[src/rtl/manchester_framer.sv]
// Wraps each escaped payload packet into a line frame: preamble, start word, payload, idle gap.
// Optional frame/byte statistics ports are enabled by defining MANCHESTER_FRAMER_STATS_EN.
module manchester_framer #(
    parameter int unsigned             DATA_WIDTH    = 8,
    parameter int unsigned             PREAMBLE_LEN  = 4,
    parameter logic [DATA_WIDTH-1:0]   PREAMBLE_BYTE = 8'h55,
    parameter logic [DATA_WIDTH-1:0]   START_WORD    = 8'hD5,
    parameter int unsigned             GAP_CYCLES    = 8
) (
    input  logic                  aclk,
    input  logic                  aresetn,
    input  logic [DATA_WIDTH-1:0] s_axis_tdata,
    input  logic                  s_axis_tvalid,
    output logic                  s_axis_tready,
    input  logic                  s_axis_tlast,
    output logic [DATA_WIDTH-1:0] m_axis_tdata,
    output logic                  m_axis_tvalid,
    input  logic                  m_axis_tready,
    output logic                  m_axis_tlast,
    output logic                  busy
`ifdef MANCHESTER_FRAMER_STATS_EN
    ,
    output logic [15:0]           frame_count,
    output logic [31:0]           byte_count
`endif
);

    localparam int unsigned PRE_N = (PREAMBLE_LEN > 0) ? PREAMBLE_LEN : 1;
    localparam int unsigned PRE_W = $clog2(PRE_N) + 1;
    localparam int unsigned GAP_N = (GAP_CYCLES > 0) ? GAP_CYCLES : 1;
    localparam int unsigned GAP_W = $clog2(GAP_N) + 1;
    localparam logic [PRE_W-1:0] PRE_LAST = PRE_W'(PRE_N - 1);
    localparam logic [GAP_W-1:0] GAP_LAST = GAP_W'(GAP_N - 1);

    typedef enum logic [2:0] {
        S_IDLE,
        S_PREAMBLE,
        S_SOF,
        S_PAYLOAD,
        S_DRAIN,
        S_GAP
    } state_t;

    state_t                state_q, state_d;
    logic [PRE_W-1:0]      pre_cnt_q, pre_cnt_d;
    logic [GAP_W-1:0]      gap_cnt_q, gap_cnt_d;
    logic [DATA_WIDTH-1:0] m_data_q, m_data_d;
    logic                  m_valid_q, m_valid_d;
    logic                  m_last_q, m_last_d;
    logic                  load;
    logic                  s_ready;

    assign load    = !m_valid_q || m_axis_tready;
    assign s_ready = aresetn && (state_q == S_PAYLOAD) && load;

    always_comb begin
        state_d   = state_q;
        pre_cnt_d = pre_cnt_q;
        gap_cnt_d = gap_cnt_q;
        m_data_d  = m_data_q;
        m_valid_d = m_valid_q;
        m_last_d  = m_last_q;

        // A taken beat empties the register unless a state below reloads it.
        if (m_valid_q && m_axis_tready) begin
            m_valid_d = 1'b0;
            m_last_d  = 1'b0;
        end

        case (state_q)
            S_IDLE: begin
                if (s_axis_tvalid) begin
                    state_d = (PREAMBLE_LEN > 0) ? S_PREAMBLE : S_SOF;
                end
            end
            S_PREAMBLE: begin
                if (load) begin
                    m_data_d  = PREAMBLE_BYTE;
                    m_valid_d = 1'b1;
                    m_last_d  = 1'b0;
                    if (pre_cnt_q == PRE_LAST) begin
                        pre_cnt_d = '0;
                        state_d   = S_SOF;
                    end else begin
                        pre_cnt_d = pre_cnt_q + 1'b1;
                    end
                end
            end
            S_SOF: begin
                if (load) begin
                    m_data_d  = START_WORD;
                    m_valid_d = 1'b1;
                    m_last_d  = 1'b0;
                    state_d   = S_PAYLOAD;
                end
            end
            S_PAYLOAD: begin
                if (s_ready && s_axis_tvalid) begin
                    m_data_d  = s_axis_tdata;
                    m_valid_d = 1'b1;
                    m_last_d  = s_axis_tlast;
                    if (s_axis_tlast) begin
                        state_d = S_DRAIN;
                    end
                end
            end
            S_DRAIN: begin
                if (m_valid_q && m_axis_tready) begin
                    state_d = (GAP_CYCLES > 0) ? S_GAP : S_IDLE;
                end
            end
            S_GAP: begin
                if (gap_cnt_q == GAP_LAST) begin
                    gap_cnt_d = '0;
                    state_d   = S_IDLE;
                end else begin
                    gap_cnt_d = gap_cnt_q + 1'b1;
                end
            end
            default: begin
                state_d = S_IDLE;
            end
        endcase
    end

    always_ff @(posedge aclk) begin
        if (!aresetn) begin
            state_q   <= S_IDLE;
            pre_cnt_q <= '0;
            gap_cnt_q <= '0;
            m_data_q  <= '0;
            m_valid_q <= 1'b0;
            m_last_q  <= 1'b0;
        end else begin
            state_q   <= state_d;
            pre_cnt_q <= pre_cnt_d;
            gap_cnt_q <= gap_cnt_d;
            m_data_q  <= m_data_d;
            m_valid_q <= m_valid_d;
            m_last_q  <= m_last_d;
        end
    end

    assign s_axis_tready = s_ready;
    assign m_axis_tdata  = m_data_q;
    assign m_axis_tvalid = m_valid_q;
    assign m_axis_tlast  = m_last_q;
    assign busy          = (state_q != S_IDLE);

`ifdef MANCHESTER_FRAMER_STATS_EN
    logic [15:0] frame_cnt_q;
    logic [31:0] byte_cnt_q;

    always_ff @(posedge aclk) begin
        if (!aresetn) begin
            frame_cnt_q <= '0;
            byte_cnt_q  <= '0;
        end else if (m_valid_q && m_axis_tready) begin
            byte_cnt_q <= byte_cnt_q + 1'b1;
            if (m_last_q) begin
                frame_cnt_q <= frame_cnt_q + 1'b1;
            end
        end
    end

    assign frame_count = frame_cnt_q;
    assign byte_count  = byte_cnt_q;
`endif

endmodule

[config.mk]
export PLATFORM = sky130hd
export DESIGN_NAME = manchester_framer
export DESIGN_NICKNAME = d
export VERILOG_FILES = /design/src/rtl/manchester_framer.sv
export SDC_FILE = /design/constraint.sdc
export NUM_CORES = 1
export LEC_CHECK = 0
export CORE_ASPECT_RATIO = 1.2
export CORE_MARGIN = 10
export CORE_UTILIZATION = 35
export CTS_CLUSTER_SIZE = 8
export DETAILED_ROUTE_END_ITERATION = 8
export SLEW_MARGIN = 0
export SYNTH_ARGS = -nofsm -noshare
export SYNTH_HDL_FRONTEND = slang
export SYNTH_SLANG_ARGS = --single-unit
[constraint.sdc]
create_clock -name aclk -period 3.2 [get_ports aclk]
set_input_delay 0.64 -clock aclk [delete_from_list [all_inputs] [get_ports aclk]]
set_output_delay 0.64 -clock aclk [all_outputs]
set_load 0.02 [all_outputs]
== After elaboration in Yosys (flattened, before gate mapping) ==
Index checks and enable logic that the tools add are counted.

* Add/sub/neg operators: 2
* Eq/ne operators: 15
* Mux-type cells: 23
* Reduce and logical (&&, ||, !) cells: 13

{| class="wikitable"
|+ Operator list
! operator !! number
|-
| 2-to-1 mux 3 bit || 9
|-
| 2-to-1 mux 8 bit || 3
|-
| one-hot mux 8 bit (3 select lines) || 1
|-
| one-hot mux 3 bit (6 select lines) || 1
|-
| inequality test 2 bit (second input constant) || 7
|-
| equality test 3 x 2 -> 1 bit (second input constant) || 3
|-
| AND reduction 8 bit || 1
|-
| equality test 3 bit (second input constant) || 2
|-
| 2-to-1 mux 1 bit || 6
|-
| nonzero test 3 bit || 2
|-
| adder 4 x 1 -> 4 bit (second input constant) || 1
|-
| equality test 4 x 3 -> 1 bit (second input constant) || 1
|-
| logical AND 1 bit || 4
|-
| 2-to-1 mux 4 bit || 1
|-
| one-hot mux 1 bit (2 select lines) || 2
|-
| AND reduction 4 bit || 1
|-
| adder 3 x 1 -> 3 bit (second input constant) || 1
|-
| equality test 3 x 1 -> 1 bit (second input constant) || 1
|-
| zero test 3 bit || 1
|-
| inequality test 2 x 1 -> 1 bit (second input constant) || 1
|-
| AND reduction 2 bit || 1
|-
| OR reduction 2 bit || 1
|-
| zero test 1 bit || 1
|-
| logical OR 1 bit || 1
|}

* Logic and storage cells: 59
* Bits in registers: 20
* Input bits: 13
* Output and inout port bits: 12

== Longest topological paths before layout ==
* Depth after elaboration: 6
* Gate-level depth with buffers: 5
* Gate-level depth less buffers: 5

== Worst setup path after synthesis ==
OpenSTA, ideal clock, no wires.

* Path kind: register to output
* Start: register state_q[0]
* End: output port s_axis_tready
* Data required time: 2.560 ns
* Buffers on the path: 1
* Slack: 1.202 ns
* Data arrival time: 1.358 ns
* Cell stages (with the launch flop): 5
* Cells stage by stage: dfxtp_1 buf_6 nand2_1 or2_1 nor3_1

* Longest elaborated chain between the ends: 3

{| class="wikitable"
|+ RTL lines
! what !! RTL line !! RTL
|-
| from (decl) || 44 || <nowiki>state_t state_q, state_d;</nowiki>
|-
| from (signal assigned) || 135 || <nowiki>state_q <= state_d;</nowiki>
|-
| equality test 3 x 2 -> 1 bit || 54 || <nowiki>assign s_ready = aresetn && (state_q == S_PAYLOAD) && load;</nowiki>
|-
| logical AND 1 bit (2 in a row) || 54 ||
|-
| to (decl) || 14 || <nowiki>output logic s_axis_tready,</nowiki>
|}

Every way passes these cells.

== Worst setup path after layout ==
* Start: input port aresetn
* End: output port s_axis_tready

* Longest elaborated chain between the ends: 2

{| class="wikitable"
|+ RTL lines
! what !! RTL line !! RTL
|-
| from (decl) || 11 || <nowiki>input logic aresetn,</nowiki>
|-
| logical AND 1 bit (2 in a row) || 54 ||
|}

Every way passes these cells.

==> flow_metrics.tcl <==
set metrics [dict create \
    status "finished, final reports clean" \
    post_layout_nonfiller_instances 172 \
    gr-usage-all-layers_pct 9.376 \
    clkTransAtPathRegs_ps 110 \
    finClkSkew_ps 2.850 \
    drt-initial-drc-count 47 \
    grt_pass1_wl_mm 3.974 \
    grt-ovfl-total 0 \
    cts_setup_buffers 0 \
    synth_common_cells "dfxtp_1 (20), nor2_1 (16), nor3_1 (11)" \
    cts_max_level 1 \
    core_um2 2603 \
    clock_sinks 20 \
    wl_met3_um 185 \
    fmax_mhz 354.9 \
    clock-root-buffer "clkbuf_4" \
    netlist_top_cells_area "dfxtp_1 (41%), nor2_1 (6.2%), nor3_1 (5.6%)" \
    nets 155 \
    yosysMostFrequentCell "dfxtp_1" \
    cp_max_fo 6 \
    reg2reg_depth 4 \
    drv_cap 0 \
    netlist_area_um2 975.9 \
    holdCritPathClass "reg2reg" \
    relSlewSlack_pct 47.23 \
    drc 0 \
    end_kind "output pin" \
    finalCritPeriodShare_pct 88.05 \
    syn_nets 128 \
    die_x_um 68.21 \
    tritoncts "done" \
    dieArea_um2 5309 \
    p_total_mw 0.6410 \
    worst_slack_ps 382.5 \
    ir_drop_uv 262.5 \
    synth_top_area_share_pct 41.03 \
    cts_resized 0 \
    arrival_ps 2180 \
    cp-start-kind "input pin" \
    p_leak_nw 0.4608 \
    vias 935 \
    yosys.area.top_type "dfxtp_1" \
    area_growth_pct 31.03 \
    worstMarginPinSlew_ps 790.0 \
    wl_per_cell_um 13.92 \
    routed_wl_mm 2.394 \
    cts_buffer_depth 2 \
    holdPathStages 2 \
    yosysWarnings 0 \
    highest_layer "met4" \
    cts_buffers 3 \
    pre_cts_ws_ps 376.8 \
    start_util_pct 37.50 \
    hpwl_mm 1.830 \
    postRouteAntennaNets 0 \
    post-route-util_pct 49.13 \
    tns_ps 0 \
    drive_gt1_share_pct 9.353 \
    power_per_cell_area_nw_per_um2 501.2 \
    synth_cells 113 \
    dp.cells 168 \
    maxSlewViolCount 0 \
    drt-met1-wl_um 956 \
    critPathKind "in2out" \
    wl_met2_mm 1.229 \
    synthArstFlopShare_pct 0 \
    hold_viol 0 \
    synth_edf_count 0 \
    place_congestion 0.8656 \
    synthDistinctLibCells 39 \
    ys_seq_area_share_pct 41.03 \
    diodes 0 \
    crit_required_ps 2560 \
    dr.pass1.iters 4 \
    port_buffers 24 \
    grt_setup_unrepaired "no" \
    fin_crit_ps 2818 \
    grt_max_degree 18 \
    cts_hold_buf 0 \
    rows 20 \
    die-height_um 77.85 \
    vias_per_cell 5.436 \
    grt_pass1_vias 886 \
    antenna_found_initial 0 \
    synth_seq_cells 20 \
    setup-violations-final 0 \
    insertion_delay_ps 300 \
    ios 25 \
    syn_avg_cell_area_um2 8.637 \
    synth_ff_type "dfxtp_1" \
]
==> per-layer routing <==
metal | global-route usage, % | up-vias
li1 | - | 471
met1 | 9.975 | 441
met2 | 16.14 | 19
met3 | 2.730 | 4
met4 | 4.435 | 0
met5 | 0 | -
==> sequential cells by signal (all words and copies together), names as in the netlist <==
name / flops
state_q: 3
m_axis_tdata: 8
m_axis_tlast: 1
pre_cnt_q: 3
gap_cnt_q: 4
m_axis_tvalid: 1
==> worst max-delay path, stage by stage <==
cell and delay [ps]:
clkdlybuf4s50_1 590, clkinv_1 120, nor3_1 190, clkdlybuf4s50_1 640
==> logic make-up after synthesis <==
| kind of cell | synth area share [%] |
|---|---|
| xor+xnor | 0.8976 |
| flops | 41.03 |
| mux | 3.077 |
| fa+ha+maj | 2.564 |
| simple gates | 27.82 |
| compound gates | 19.23 |
| buf+inv | 5.385 |
==> worst paths after layout <==
path,start,endpoint,slack (ps)
setup / recovery,aresetn,s_axis_tready,380
hold / removal,m_axis_tdata[7],m_axis_tdata[7],460
setup reg to reg,state_q[1],m_axis_tdata[7],1230
hold reg to reg,m_axis_tdata[7],m_axis_tdata[7],460
==> placed cells by master, fill, tap and decap left out, types with 3 or more instances in the layout <==
master	n
nand3_1	5
nor2_1	16
clkdlybuf4s50_1	24
buf_4	3
a21oi_1	8
clkbuf_4	3
mux2i_1	3
dfxtp_1	20
nor3_1	11
nand2_1	7
inv_1	3
==> per-stage QoR <==
| step | hold slack, ps | cell area, µm² |
|---|---|---|
| floorplan | 447.4 | 975.9 |
| global placement | 441.0 | 1242 |
| detailed placement | 445.6 | 1242 |
| CTS | 461.9 | 1279 |
| global route | 482.3 | 1279 |
| finish | 457.1 | 1279 |
==> report_power, final <==
group / switching [mW] / total [mW] / internal (mW) / leakage [nW]
Sequential: 0.0179 / 0.290 / 0.272 / 0.163
Clock: 0.0788 / 0.148 / 0.0693 / 0.0210
Combinational: 0.108 / 0.203 / 0.0944 / 0.277
Total: 0.205 / 0.641 / 0.436 / 0.461
==> cell type report <==
type	instances	area (µm²)
clock buffers	4	36.28
inverters	4	15.01
multi-input cells	84	523.0
well taps	33	41.29
flip-flops and latches	20	400.4
fillers	267	1324
repair buffers	27	262.8
Note: power is estimated with default switching activity, not from simulation.
